$ cat src/rtl/multicycle_chunk_adder_if.sv
// Handshake and operand/result bundle for multicycle_chunk_adder.
// master = producer/consumer side, slave = the adder.
interface multicycle_chunk_adder_if #(
   parameter int WIDTH = 32
);
   logic             in_valid;
   logic             in_ready;
   logic [WIDTH-1:0] a;
   logic [WIDTH-1:0] b;
   logic             cin;
   logic             sub;
   logic             out_valid;
   logic             out_ready;
   logic [WIDTH-1:0] sum;
   logic             cout;
   logic             ovf;

   modport master (
      output in_valid, a, b, cin, sub, out_ready,
      input  in_ready, out_valid, sum, cout, ovf
   );

   modport slave (
      input  in_valid, a, b, cin, sub, out_ready,
      output in_ready, out_valid, sum, cout, ovf
   );
endinterface

$ cat src/rtl/multicycle_chunk_adder.sv
// Multi-cycle adder/subtractor: adds a WIDTH-bit operand pair CHUNK bits per
// enabled clock, LSB chunk first, with a registered carry between chunks.
module multicycle_chunk_adder #(
   parameter int WIDTH = 32,
   parameter int CHUNK = 8
) (
   input  logic                  clk,
   input  logic                  rst_n,
   input  logic                  enable,
   multicycle_chunk_adder_if.slave bus
);
   localparam int NCHUNK = WIDTH / CHUNK;
   localparam int IDX_W  = (NCHUNK > 1) ? $clog2(NCHUNK) : 1;
   localparam logic [IDX_W-1:0] LAST_IDX = IDX_W'(NCHUNK - 1);

   localparam logic [1:0] IDLE = 2'd0;
   localparam logic [1:0] CALC = 2'd1;
   localparam logic [1:0] DONE = 2'd2;

   if (WIDTH % CHUNK != 0) begin : g_bad_chunk
      $error("multicycle_chunk_adder: WIDTH must be a multiple of CHUNK");
   end

   logic [1:0]       state;
   logic [IDX_W-1:0] idx;
   logic             carry;
   logic [WIDTH-1:0] op_a;
   logic [WIDTH-1:0] op_b;
   logic [WIDTH-1:0] partial;
   logic [WIDTH-1:0] sum_q;
   logic             cout_q;
   logic             ovf_q;

   logic             accept;
   logic [CHUNK-1:0] a_ch;
   logic [CHUNK-1:0] b_ch;
   logic [CHUNK:0]   ch_full;
   logic             ch_cout;
   logic             msb_cin;
   logic [WIDTH-1:0] full;

   always_comb begin
      // NOTE: every signal here gets a value on every pass, so no latch is inferred.
      a_ch    = op_a[idx*CHUNK +: CHUNK];
      b_ch    = op_b[idx*CHUNK +: CHUNK];
      ch_full = {1'b0, a_ch} + {1'b0, b_ch} + {{CHUNK{1'b0}}, carry};
      ch_cout = ch_full[CHUNK];
      // Carry into the MSB recovered from the MSB's own sum bit and operands.
      msb_cin = ch_full[CHUNK-1] ^ a_ch[CHUNK-1] ^ b_ch[CHUNK-1];
      full    = partial;
      full[idx*CHUNK +: CHUNK] = ch_full[CHUNK-1:0];
   end

   assign bus.in_ready  = rst_n && enable && (state == IDLE);
   assign accept        = bus.in_valid && bus.in_ready;
   assign bus.out_valid = (state == DONE);
   assign bus.sum       = sum_q;
   assign bus.cout      = cout_q;
   assign bus.ovf       = ovf_q;

   // NOTE: sequential state uses non-blocking assignments so every register
   // samples pre-edge values, independent of statement order.
   always_ff @(posedge clk) begin
      if (!rst_n) begin
         // NOTE: the operand/partial registers are plain flops, not a memory,
         // so resetting them costs nothing and keeps outputs deterministic.
         state   <= IDLE;
         idx     <= '0;
         carry   <= 1'b0;
         op_a    <= '0;
         op_b    <= '0;
         partial <= '0;
         sum_q   <= '0;
         cout_q  <= 1'b0;
         ovf_q   <= 1'b0;
      end else begin
         case (state)
            IDLE: begin
               if (accept) begin
                  // Subtraction is A + ~B + 1; cin is ignored in that mode.
                  op_a  <= bus.a;
                  op_b  <= bus.sub ? ~bus.b : bus.b;
                  carry <= bus.sub | bus.cin;
                  idx   <= '0;
                  state <= CALC;
               end
            end
            CALC: begin
               if (enable) begin
                  partial <= full;
                  carry   <= ch_cout;
                  if (idx == LAST_IDX) begin
                     idx    <= '0;
                     sum_q  <= full;
                     cout_q <= ch_cout;
                     ovf_q  <= msb_cin ^ ch_cout;
                     state  <= DONE;
                  end else begin
                     idx <= idx + 1'b1;
                  end
               end
            end
            DONE: begin
               if (bus.out_ready) state <= IDLE;
            end
            default: state <= IDLE;
         endcase
      end
   end
endmodule
$ cat src/flat_wrapper.sv
// flat-port wrapper written by rule: the top's interface ports become plain ports
module multicycle_chunk_adder_flat 
#(
   parameter int WIDTH = 32,
   parameter int CHUNK = 8
)
  (clk, rst_n, enable, bus_in_valid, bus_a, bus_b, bus_cin, bus_sub, bus_out_ready, bus_in_ready, bus_out_valid, bus_sum, bus_cout, bus_ovf);
  multicycle_chunk_adder_if #(.WIDTH(WIDTH)) bus_i ();
  input  logic clk;
  input  logic rst_n;
  input  logic enable;
  input wire logic [$bits(bus_i.in_valid)-1:0] bus_in_valid;
  input wire logic [$bits(bus_i.a)-1:0] bus_a;
  input wire logic [$bits(bus_i.b)-1:0] bus_b;
  input wire logic [$bits(bus_i.cin)-1:0] bus_cin;
  input wire logic [$bits(bus_i.sub)-1:0] bus_sub;
  input wire logic [$bits(bus_i.out_ready)-1:0] bus_out_ready;
  output wire logic [$bits(bus_i.in_ready)-1:0] bus_in_ready;
  output wire logic [$bits(bus_i.out_valid)-1:0] bus_out_valid;
  output wire logic [$bits(bus_i.sum)-1:0] bus_sum;
  output wire logic [$bits(bus_i.cout)-1:0] bus_cout;
  output wire logic [$bits(bus_i.ovf)-1:0] bus_ovf;
  assign bus_i.in_valid = bus_in_valid;
  assign bus_i.a = bus_a;
  assign bus_i.b = bus_b;
  assign bus_i.cin = bus_cin;
  assign bus_i.sub = bus_sub;
  assign bus_i.out_ready = bus_out_ready;
  assign bus_in_ready = bus_i.in_ready;
  assign bus_out_valid = bus_i.out_valid;
  assign bus_sum = bus_i.sum;
  assign bus_cout = bus_i.cout;
  assign bus_ovf = bus_i.ovf;
  multicycle_chunk_adder #(.WIDTH(WIDTH), .CHUNK(CHUNK)) u_core (.clk(clk), .rst_n(rst_n), .enable(enable), .bus(bus_i));
endmodule
$ cat config.mk
export PLATFORM = sky130hd
export DESIGN_NAME = multicycle_chunk_adder_flat
export DESIGN_NICKNAME = d
export VERILOG_FILES = /design/src/rtl/multicycle_chunk_adder_if.sv /design/src/rtl/multicycle_chunk_adder.sv /design/src/flat_wrapper.sv
export SDC_FILE = /design/constraint.sdc
export NUM_CORES = 1
export LEC_CHECK = 0
export BUFFER_PORTS_ARGS = -buffer_cell sky130_fd_sc_hd__buf_2
export CORE_MARGIN = 5
export CORE_UTILIZATION = 35
export DETAILED_ROUTE_END_ITERATION = 8
export GPL_TIMING_DRIVEN = 0
export PLACE_DENSITY_LB_ADDON = 0.12
export SLEW_MARGIN = 0
export SYNTH_ARGS = -nofsm -noshare
export SYNTH_HDL_FRONTEND = slang
export SYNTH_SLANG_ARGS = --single-unit
$ cat constraint.sdc
create_clock -name clk -period 6.33 [get_ports clk]
set_input_delay 0.3165 -clock clk [delete_from_list [all_inputs] [get_ports clk]]
set_output_delay 0.3165 -clock clk [all_outputs]
set_load 0.01 [all_outputs]
==> results by group <==
Die
  • DIE AREA: approximately 20,000 um^2
  • Initial Util: 0.3550
  • Core Area: 17,240 um^2
  • Die height: 142.2 um
  • Die X: about 140 um
  • Rows: 48
  • Top Ports: about 110

Yosys
  • EDFF count, synth: 0
  • Register area share after synthesis: 0.4416
  • #FFs+latches synth: about 140
  • Yosys top cell area share: 0.4416
  • Post-Syn Instances: ~650
  • Yosys top cell by area: dfxtp_1
  • YS warnings: 0
  • Post-synthesis net count: around 740
  • Ranking of synthesized cells by area: dfxtp_1 44%, o21ai_0 5.8%, xnor2_1 5.2%
  • Cell variety after synth: 42
  • Fraction of registers with async set or reset after synthesis: 0
  • Ys flop type: dfxtp_1
  • Mapped Area: just over 6000 um^2
  • Syn_area_per_cell: between 9 and 10 um^2

Power
  • IR drop worst, VDD: between 0.15 and 0.2 mV
  • Lkg Pwr: roughly 2.9 nW
  • Power Density: between 200 and 300 nW/um^2
  • Tot Pwr: approximately 0.0021 W

Timing
  • Setup TNS: 0 ns
  • Max-slew violation count: 0
  • Worst-Margin Slew: 1.045 ns
  • Part of the cycle the worst path needs: 0.6498
  • Final setup viols: 0
  • Final Hold Viols: 0
  • Slew Limit Headroom: 0.2985
  • FMAX: approximately 240 MHz
  • RSZ-0062 raised after global routing: no
  • Min Tclk post-route: ~4.1 ns
  • Final Skew: 0.01006 ns
  • Smallest setup slack after layout: between 2 and 2.5 ns

Setup path
  • Required time of the critical path: between 6 and 7 ns
  • Worst Setup Start Kind: register
  • Arrival time at the worst endpoint: about 4.5 ns
  • Worst R2R Start: u_core.idx[1]
  • R2R Path End: u_core.bus.sum[5]
  • R2R Setup Slk: ~2.2 ns
  • Worst R2R Path Depth: 10
  • Critical path endpoint category: register
  • CP endpoint: u_core.bus.sum[5]
  • Crit-path max FO: 10
  • Crit path kind: reg -> reg
  • Worst setup startpoint: u_core.idx[1]

Status
  • Status: finished clean

Clock tree
  • Clk root buf: clkbuf_16
  • H-tree depth: 4
  • Post-CTS setup buffer count: 0
  • Worst-path clk slew: ~0.060 ns
  • Clock Tree Buf Depth: 2
  • Hold_buf cts: 0
  • Worst skew pair latency: approximately 0.43 ns
  • Gates resized, CTS repair: 0
  • CTS Buf Count: 17
  • Clk sinks: ~140
  • TritonCTS clock tree: yes

Route
  • Final WL: around 17,000 um
  • Antenna-violating nets left: 0
  • DRC Markers: 0
  • First-pass DRT Iterations: 7
  • Via count: about 5,200
  • DR vias/cell: approximately 5.2
  • Wire per inst: between 15 and 20 um
  • Initial DRC Count: between 300 and 400

Global route
  • Initial antenna violation count: 0
  • GR Layer Usage met3: 0.04435
  • Met2 usage: 0.2708
  • Global route overflow: 0
  • Largest net degree at the start of global routing: 17
  • First-pass GRT wire length: between 20,000 and 30,000 um
  • Vias in the first global route: 5,261
  • Gr busiest metal: met2
  • Met1 usage: 0.2256
  • GRT Util Overall: 0.1728

Layout
  • Fraction of layout cells with a size suffix above 1: 0.2132
  • Synthesis-to-finish area growth: 23.10%
  • N_diodes: 0
  • Final Net Count: about 860

Placed design
  • Pre-CTS setup slack: between 2 and 2.5 ns
  • Input/output buffers: between 100 and 150
  • HPWL Detailed: 12,750 um
  • Routability cong.: between 0.8 and 0.9

Hold path
  • Hold Crit Class: in -> reg

Run
  • Max cap viols: 0
-- power by group --
part | switching [W] | internal (W) | leakage (nW)
sequential | 0.0000152 | 0.000876 | 1.10
combinational | 0.000119 | 0.0000768 | 1.53
clock | 0.000387 | 0.000631 | 0.285
total | 0.000521 | 0.00158 | 2.91
-- final cells by class --
class	count	area [um^2]
plain buffers	51	222.7
fillers	1727	9703
flip-flops and latches	135	2703
clock buffers	18	439.2
inverters	7	26.28
clock inverters	14	172.7
repair buffers	104	520.5
well taps	225	281.5
multi-input cells	459	3168
-- through the flow --
stage               std cells  hold WS (ns)    util  cell area (um^2)
floorplan                 652        0.4251       -              6120
global placement          981        0.4432  0.4016              6922
detailed placement        981        0.4493  0.4016              6922
CTS                      1013       0.06811  0.4371              7533
global route             1013       0.08451  0.4371              7533
finish                   1013       0.08513  0.4371              7533
-- Yosys cell counts (all sizes together), types with 2 or more instances --
master	instances
nand3	38
nor3b	31
nor2b	38
a22oi	32
buf	22
dfxtp	135
clkinv	3
a21o	2
clkbuf	29
a221oi	33
xor2	3
nand2	77
o21ai	71
xnor2	36
and3	2
fa	2
nor4b	2
nor3	4
ha	13
inv	4
nor2	36
a21oi	4
and2	6
mux4	16
a31oi	2
-- worst min-delay path by stage --
stage	start	endpoint	slack [ns]	depth (start not counted)
floorplan	bus_a[0]	u_core.op_a[0]	0.43	2
global placement	u_core.op_a[2]	u_core.op_a[2]	0.44	2
detailed placement	u_core.op_a[8]	u_core.op_a[8]	0.45	2
CTS	bus_a[29]	u_core.op_a[29]	0.07	3
global route	bus_a[13]	u_core.op_a[13]	0.08	3
finish	bus_a[28]	u_core.op_a[28]	0.09	3
-- placed cells by master, fill, tap and decap left out, drive strengths merged, types with 2 or more instances in the layout --
master	n
a22oi	32
clkinv	7
nor2	36
clkinvlp	5
nor3b	31
o21ai	71
a221oi	33
xor2	3
buf	126
clkbuf	47
mux4	16
bufinv	3
inv	6
nor4b	2
xnor2	36
a21o	2
nor2b	38
a31oi	2
nand2	77
fa	2
dfxtp	135
and2	6
and3	2
nand3	38
nor3	4
ha	13
a21oi	4
-- state kept, by name (all words and copies together) (netlist names) --
name / flops
u_core.state: 2
u_core.partial: 32
u_core.bus.sum: 32
u_core.idx: 2
u_core.bus.cout: 1
u_core.op_a: 32
u_core.bus.ovf: 1
u_core.carry: 1
u_core.op_b: 32
-- metal layers --
metal / wire length (um) / vias up / share of wire
met5: 0 / - / 0
met4: 455 / 0 / 0.026
met3: 906 / 33 / 0.053
met2: 8017 / 162 / 0.47
met1: 7798 / 2448 / 0.45
li1: - / 2585 / -
-- worst max-delay path: stages, from the launching register on --
cell and delay [ns]:
dfxtp_1 0.39, clkbuf_1 0.47, clkbuf_1 0.60, mux4_2 0.45, ha_1 0.39, a21o_1 0.19, a31oi_1 0.27, nand2_1 0.11
xor2_1 0.70, a221oi_1 0.23, nor3b_1 0.23
-- logic make-up after synthesis --
group | count (synthesis) | share of synthesized area
simple gates | 239 | 0.2063
compound gates | 150 | 0.1605
flops | 135 | 0.4416
buf+inv | 58 | 0.04068
xor+xnor | 39 | 0.05582
mux | 16 | 0.06195
fa+ha+maj | 15 | 0.03312
Note: power is estimated with default switching activity, not from simulation.
